<file path="src/rtl/ifu_fetch_if.sv">
// rtl/ifu_fetch_if.sv - fetch front-end bus: PC input, memory request/response and decode handshakes
interface ifu_fetch_if #(
  parameter int ADDR_W = 32,
  parameter int DATA_W = 32
);
  logic [ADDR_W-1:0] pc;
  logic              flush;
  logic              mem_req_valid;
  logic              mem_req_ready;
  logic [ADDR_W-1:0] mem_req_addr;
  logic              mem_rsp_valid;
  logic              mem_rsp_ready;
  logic [DATA_W-1:0] mem_rsp_data;
  logic              mem_rsp_err;
  logic              inst_valid;
  logic              inst_ready;
  logic [DATA_W-1:0] inst;
  logic [ADDR_W-1:0] inst_pc;
  logic [1:0]        inst_fault;
  logic              pc_wen;
  logic              busy;

  modport master (
    input  pc, flush, mem_req_ready, mem_rsp_valid, mem_rsp_data, mem_rsp_err, inst_ready,
    output mem_req_valid, mem_req_addr, mem_rsp_ready, inst_valid, inst, inst_pc, inst_fault,
           pc_wen, busy
  );

  modport slave (
    output pc, flush, mem_req_ready, mem_rsp_valid, mem_rsp_data, mem_rsp_err, inst_ready,
    input  mem_req_valid, mem_req_addr, mem_rsp_ready, inst_valid, inst, inst_pc, inst_fault,
           pc_wen, busy
  );
endinterface

</file>
<file path="src/rtl/ifu_fetch.sv">
// rtl/ifu_fetch.sv - instruction fetch front end: PC -> memory read -> decode handoff, drives PC wen
module ifu_fetch #(
  parameter int ADDR_W  = 32,
  parameter int DATA_W  = 32,
  parameter int TIMEOUT = 255
) (
  input logic         clk,
  input logic         rst,
  ifu_fetch_if.master bus
);

  typedef enum logic [2:0] {
    S_IDLE,
    S_REQ,
    S_WAIT,
    S_HOLD,
    S_DRAIN
  } state_t;

  localparam logic [7:0] TIMEOUT_C = 8'(TIMEOUT);
  localparam logic [1:0] F_NONE    = 2'b00;
  localparam logic [1:0] F_MIS     = 2'b01;
  localparam logic [1:0] F_BUS     = 2'b10;
  localparam logic [1:0] F_TMO     = 2'b11;

  state_t            state_q, state_d;
  logic [ADDR_W-1:0] pc_q, pc_d;
  logic [DATA_W-1:0] inst_q, inst_d;
  logic [ADDR_W-1:0] inst_pc_q, inst_pc_d;
  logic [1:0]        fault_q, fault_d;
  logic [7:0]        cnt_q, cnt_d;
  logic              flush_q, flush_d;
  logic [7:0]        cnt_inc;
  logic              drain;

  assign cnt_inc = cnt_q + 8'd1;
  // A redirect seen at any point of the memory transaction discards its response.
  assign drain   = flush_q | bus.flush;

  always_ff @(posedge clk or negedge rst) begin
    if (!rst) begin
      state_q   <= S_IDLE;
      pc_q      <= '0;
      inst_q    <= '0;
      inst_pc_q <= '0;
      fault_q   <= F_NONE;
      cnt_q     <= '0;
      flush_q   <= 1'b0;
    end else begin
      state_q   <= state_d;
      pc_q      <= pc_d;
      inst_q    <= inst_d;
      inst_pc_q <= inst_pc_d;
      fault_q   <= fault_d;
      cnt_q     <= cnt_d;
      flush_q   <= flush_d;
    end
  end

  always_comb begin
    state_d           = state_q;
    pc_d              = pc_q;
    inst_d            = inst_q;
    inst_pc_d         = inst_pc_q;
    fault_d           = fault_q;
    cnt_d             = cnt_q;
    flush_d           = flush_q;
    bus.mem_req_valid = 1'b0;
    bus.mem_rsp_ready = 1'b0;
    bus.inst_valid    = 1'b0;
    bus.pc_wen        = 1'b0;
    bus.mem_req_addr  = pc_q;
    bus.inst          = inst_q;
    bus.inst_pc       = inst_pc_q;
    bus.inst_fault    = fault_q;
    bus.busy          = (state_q != S_IDLE);

    case (state_q)
      S_IDLE: begin
        pc_d = bus.pc;
        if (!bus.flush) begin
          if (bus.pc[1:0] != 2'b00) begin
            inst_d    = '0;
            inst_pc_d = bus.pc;
            fault_d   = F_MIS;
            state_d   = S_HOLD;
          end else begin
            state_d = S_REQ;
          end
        end
      end

      S_REQ: begin
        bus.mem_req_valid = 1'b1;
        if (bus.flush) flush_d = 1'b1;
        if (bus.mem_req_ready) begin
          cnt_d   = '0;
          state_d = S_WAIT;
        end
      end

      S_WAIT: begin
        bus.mem_rsp_ready = 1'b1;
        if (bus.flush) flush_d = 1'b1;
        if (bus.mem_rsp_valid) begin
          if (drain) begin
            state_d = S_DRAIN;
          end else begin
            inst_d    = bus.mem_rsp_data;
            inst_pc_d = pc_q;
            fault_d   = bus.mem_rsp_err ? F_BUS : F_NONE;
            state_d   = S_HOLD;
          end
        end else begin
          cnt_d = cnt_inc;
          if (cnt_inc == TIMEOUT_C) begin
            if (drain) begin
              state_d = S_DRAIN;
            end else begin
              inst_d    = '0;
              inst_pc_d = pc_q;
              fault_d   = F_TMO;
              state_d   = S_HOLD;
            end
          end
        end
      end

      S_HOLD: begin
        bus.inst_valid = 1'b1;
        // Redirect beats a same-cycle accept: the PC must not also step to dnpc.
        if (bus.flush) begin
          state_d = S_IDLE;
        end else if (bus.inst_ready) begin
          bus.pc_wen = 1'b1;
          state_d    = S_IDLE;
        end
      end

      S_DRAIN: begin
        flush_d = 1'b0;
        state_d = S_IDLE;
      end

      default: begin
        state_d = S_IDLE;
      end
    endcase
  end

endmodule
</file>
<file path="src/flat_wrapper.sv">
// flat-port wrapper written by rule: the top's interface ports become plain ports
module ifu_fetch_flat 
#(
  parameter int ADDR_W  = 32,
  parameter int DATA_W  = 32,
  parameter int TIMEOUT = 255
)
  (clk, rst, bus_pc, bus_flush, bus_mem_req_ready, bus_mem_rsp_valid, bus_mem_rsp_data, bus_mem_rsp_err, bus_inst_ready, bus_mem_req_valid, bus_mem_req_addr, bus_mem_rsp_ready, bus_inst_valid, bus_inst, bus_inst_pc, bus_inst_fault, bus_pc_wen, bus_busy);
  ifu_fetch_if #(.ADDR_W(ADDR_W), .DATA_W(DATA_W)) bus_i ();
  input logic clk;
  input logic rst;
  input wire logic [$bits(bus_i.pc)-1:0] bus_pc;
  input wire logic [$bits(bus_i.flush)-1:0] bus_flush;
  input wire logic [$bits(bus_i.mem_req_ready)-1:0] bus_mem_req_ready;
  input wire logic [$bits(bus_i.mem_rsp_valid)-1:0] bus_mem_rsp_valid;
  input wire logic [$bits(bus_i.mem_rsp_data)-1:0] bus_mem_rsp_data;
  input wire logic [$bits(bus_i.mem_rsp_err)-1:0] bus_mem_rsp_err;
  input wire logic [$bits(bus_i.inst_ready)-1:0] bus_inst_ready;
  output wire logic [$bits(bus_i.mem_req_valid)-1:0] bus_mem_req_valid;
  output wire logic [$bits(bus_i.mem_req_addr)-1:0] bus_mem_req_addr;
  output wire logic [$bits(bus_i.mem_rsp_ready)-1:0] bus_mem_rsp_ready;
  output wire logic [$bits(bus_i.inst_valid)-1:0] bus_inst_valid;
  output wire logic [$bits(bus_i.inst)-1:0] bus_inst;
  output wire logic [$bits(bus_i.inst_pc)-1:0] bus_inst_pc;
  output wire logic [$bits(bus_i.inst_fault)-1:0] bus_inst_fault;
  output wire logic [$bits(bus_i.pc_wen)-1:0] bus_pc_wen;
  output wire logic [$bits(bus_i.busy)-1:0] bus_busy;
  assign bus_i.pc = bus_pc;
  assign bus_i.flush = bus_flush;
  assign bus_i.mem_req_ready = bus_mem_req_ready;
  assign bus_i.mem_rsp_valid = bus_mem_rsp_valid;
  assign bus_i.mem_rsp_data = bus_mem_rsp_data;
  assign bus_i.mem_rsp_err = bus_mem_rsp_err;
  assign bus_i.inst_ready = bus_inst_ready;
  assign bus_mem_req_valid = bus_i.mem_req_valid;
  assign bus_mem_req_addr = bus_i.mem_req_addr;
  assign bus_mem_rsp_ready = bus_i.mem_rsp_ready;
  assign bus_inst_valid = bus_i.inst_valid;
  assign bus_inst = bus_i.inst;
  assign bus_inst_pc = bus_i.inst_pc;
  assign bus_inst_fault = bus_i.inst_fault;
  assign bus_pc_wen = bus_i.pc_wen;
  assign bus_busy = bus_i.busy;
  ifu_fetch #(.ADDR_W(ADDR_W), .DATA_W(DATA_W), .TIMEOUT(TIMEOUT)) u_core (.clk(clk), .rst(rst), .bus(bus_i));
endmodule
</file>
<file path="config.mk">
export PLATFORM = sky130hd
export DESIGN_NAME = ifu_fetch_flat
export DESIGN_NICKNAME = d
export VERILOG_FILES = /design/src/rtl/ifu_fetch_if.sv /design/src/rtl/ifu_fetch.sv /design/src/flat_wrapper.sv
export SDC_FILE = /design/constraint.sdc
export NUM_CORES = 1
export LEC_CHECK = 0
export ABC_AREA = 1
export CAP_MARGIN = 20
export CORE_UTILIZATION = 40
export CTS_CLUSTER_DIAMETER = 50
export DETAILED_ROUTE_END_ITERATION = 10
export PLACE_DENSITY_LB_ADDON = 0.25
export SLEW_MARGIN = 20
export SYNTH_ARGS = -nofsm -noshare
export SYNTH_HDL_FRONTEND = slang
export SYNTH_SLANG_ARGS = --single-unit
</file>
<file path="constraint.sdc">
create_clock -name clk -period 3.38 [get_ports clk]
set_input_delay 1.014 -clock clk [delete_from_list [all_inputs] [get_ports clk]]
set_output_delay 1.014 -clock clk [all_outputs]
set_load 0.005 [all_outputs]
</file>
==> impl_metrics.yaml <==
global_route:
  grt_pass1_vias: 4647
  overflow: 0
  antenna_found_initial: 0
  grt_use_total_pct: 21.61
  grt_pass1_wl_um: 22540
  grt_max_degree: 72
setup_path:
  cp-end-kind: "output pin"
  critPathMaxFanout: 2
  crit_chain: "clkdlybuf4s50_1 > inv_1 > nor3_1 > clkdlybuf4s50_1"
  startpoint: "bus_inst_ready"
  timing.rr.start: "u_core.state_q[1]"
  start_kind: "input pin"
  arrival_ns: 2.21
  slowest_stage: "clkdlybuf4s50_1"
  crit_buf_inv: 3
  cp_data_required_time_ns: 2.37
  cp_top_family: "buffers and inverters"
  r2r_slack_ns: 0.63
  crit_type: "in2out"
  cpMostUsedCell: "clkdlybuf4s50_1"
  cp_slowest_stage_delay_ns: 0.52
synth:
  yosys.area_share.simple_pct: 30.33
  synth_xor_area_share_pct: 0
  synth_compound_area_share_pct: 7.962
  yosysSeqAreaShare_pct: 52.92
  synthAdderAreaFrac_pct: 0.4811
  syn-num-nets: 751
  synth_top_family_by_area: "simple AND/OR/NAND/NOR gates"
  syn_inst: 678
  synth_mux_area_share_pct: 0
  synth_top_area_share_pct: 52.92
  synth_top_cell_by_area: "dfrtp_1"
  ys_warn_count: 0
  syn-cell-area_mm2: 0.005201
  synth.distinct_cells: 25
  synth_area_leaders: "dfrtp_1 (53%), nand2_1 (19%), nand3_1 (6.9%)"
  avgSynthCellArea_um2: 7.671
  synth-seq-cells: 110
die:
  rows: 41
  io_pins: 174
  initial_core_util_pct: 41.05
  dieArea_mm2: 0.01346
  die_h_um: 116.0
  core_area_mm2: 0.01267
  die_x_um: 116.0
power:
  p_switching_mw: 2.768
  switching_share_pct: 39.47
  p_comb_share_pct: 50.4
  pwr-share-seq_pct: 33.2
  ir_worst_vdd_uv: 462.7
  intPower_mw: 4.245
  clkPwrFrac_pct: 16.3
  cellPowerDensity_mw_per_mm2: 951.5
  power.leakage_nw: 3.557
placed_design:
  dp.final_hpwl_um: 9461
  gp_congestion: 0.8015
  numPortBuffers: 173
  dp.cells: 994
drt:
  dr.first_iter.drc_count: 247
  vias: 4911
  drc: 0
  first_pass_iters: 4
  via_per_inst: 4.862
  wl_per_cell_um: 13.81
  antenna_left: 0
  wl_um: 13950
sta:
  hold_viol_final: 0
  fmax_ghz: 0.3106
  tns_ns: 0
  fin_crit_ns: 3.219
  clock_skew_ns: 0.008292
  slew_headroom_pct: 58.46
  drv_slew: 0
  worstMarginPinSlew_ns: 0.6216
  post-route-period-util_pct: 95.24
  grt_setup_unrepaired: "false"
  whs_ns: 0.4698
  setup_viol: 0
layout:
  final_cell_mix: "nand2_1 (260), clkdlybuf4s50_1 (172), dfrtp_1 (110)"
  layout.cells.non_filler: 1010
  fin_nets: 906
  num_antenna_cells: 0
  syn2layout_area_growth_pct: 41.69
  drive_gt1_share_pct: 4.773
  final_common_cell: "nand2_1"
outcome:
  status: "finished, final reports clean"
run:
  cap_violations: 0
cts:
  cts_hold_buf: 0
  clk_pin_slew_ns: 0.06
  cts_buffers: 9
  ctsResizeCount: 0
  insertion_delay_ns: 0.35
  cts_num_sinks: 110
  post-cts-setup-buffers: 0
  clockRootBuffer: "clkbuf_16"
  ctsHtreeMaxLevel: 3
  cts_tree: "yes"
  cts_buffer_depth: 2
worst_hold_path:
  min_from: "u_core.bus.inst_pc[4]"
  hp-class: "reg2reg"
-- per-stage QoR --
step / power (mW) / setup slack [ns] / utilization, % / instance area (um2)
final: 7.012 / 0.1609 / 58.16 / 7370
after global routing: 7.628 / 0.09583 / 58.16 / 7370
after CTS: 7.093 / 0.1559 / 58.16 / 7370
after detailed placement: 5.915 / 0.1136 / 55.60 / 7046
after global placement: 5.809 / 0.1703 / 55.60 / 7046
after floorplan: 4.172 / 1.129 / - / 5201
-- power by group through the flow --
stage / Clock, mW / Sequential, mW / Combinational, mW
after floorplan: 0 / 2.34 / 1.84
after global routing: 1.22 / 2.40 / 4.00
after detailed placement: 0 / 2.34 / 3.58
final: 1.15 / 2.33 / 3.54
after global placement: 0 / 2.32 / 3.49
after CTS: 1.17 / 2.33 / 3.59
-- registers in the layout, summed over array words and instances, names as in the netlist --
signal                   flops
u_core.flush_q               1
u_core.bus.inst_pc          32
u_core.bus.inst_fault        2
u_core.state_q               3
u_core.bus.mem_req_addr     32
u_core.cnt_q                 8
u_core.bus.inst             32
-- area by class of cell --
type	count	area [um2]
clock buffers	10	239.0
clock inverters	6	85.08
fillers	1161	5301
inverters	57	214.0
multi-input cells	469	2024
flip-flops and latches	110	2753
well taps	172	215.2
repair buffers	186	1839
-- worst reg2reg max path, stage by stage, from the launching register on --
cell     delay (ns)
dfrtp_1        0.42
nor2_1         0.15
nand2_1        0.36
nor2_1         0.33
o21ai_1        0.13
nor2_4         0.50
buf_4          0.53
nand3_1        0.17
nand2_1        0.09
-- final timing paths --
kind                                               end  cells after the start
setup / recovery                            bus_pc_wen                      4
hold / removal                   u_core.bus.inst_pc[4]                      2
setup reg to reg                    u_core.bus.inst[8]                      8
hold reg to reg                  u_core.bus.inst_pc[4]                      2
max in group asynchronous       u_core.bus.inst_pc[21]                      2
min in group asynchronous  u_core.bus.mem_req_addr[29]                      1
-- metal layers --
| layer | global-route usage, % | wire [um] |
|---|---|---|
| met5 | 0 | 0 |
| met1 | 27.08 | 6056 |
| met4 | 9.658 | 314 |
| met2 | 35.28 | 6545 |
| met3 | 5.492 | 1032 |
-- synthesized netlist by cell type --
| library cell | n |
|---|---|
| nand2_1 | 261 |
| buf_2 | 12 |
| ha_1 | 2 |
| o21a_1 | 2 |
| buf_4 | 2 |
| clkbuf_1 | 22 |
| and3_1 | 1 |
| buf_6 | 5 |
| nand2_2 | 1 |
| nor2_1 | 41 |
| nor2_2 | 2 |
| buf_1 | 1 |
| inv_2 | 3 |
| nor3_1 | 4 |
| nand3_2 | 2 |
| o22ai_1 | 5 |
| o211ai_1 | 1 |
| dfrtp_1 | 110 |
| o21ai_0 | 67 |
| or2_2 | 1 |
| nand3_1 | 72 |
| nand4_1 | 2 |
| a21oi_1 | 2 |
| inv_1 | 54 |
| o21ai_1 | 3 |
-- cell families after synthesis --
logic type,after synthesis
DFF,110
adders and majority gates,2
AOI/OAI and AO/OA,80
buffers and inverters,99
and+or+nand+nor,387
Note: power is estimated with default switching activity, not from simulation.
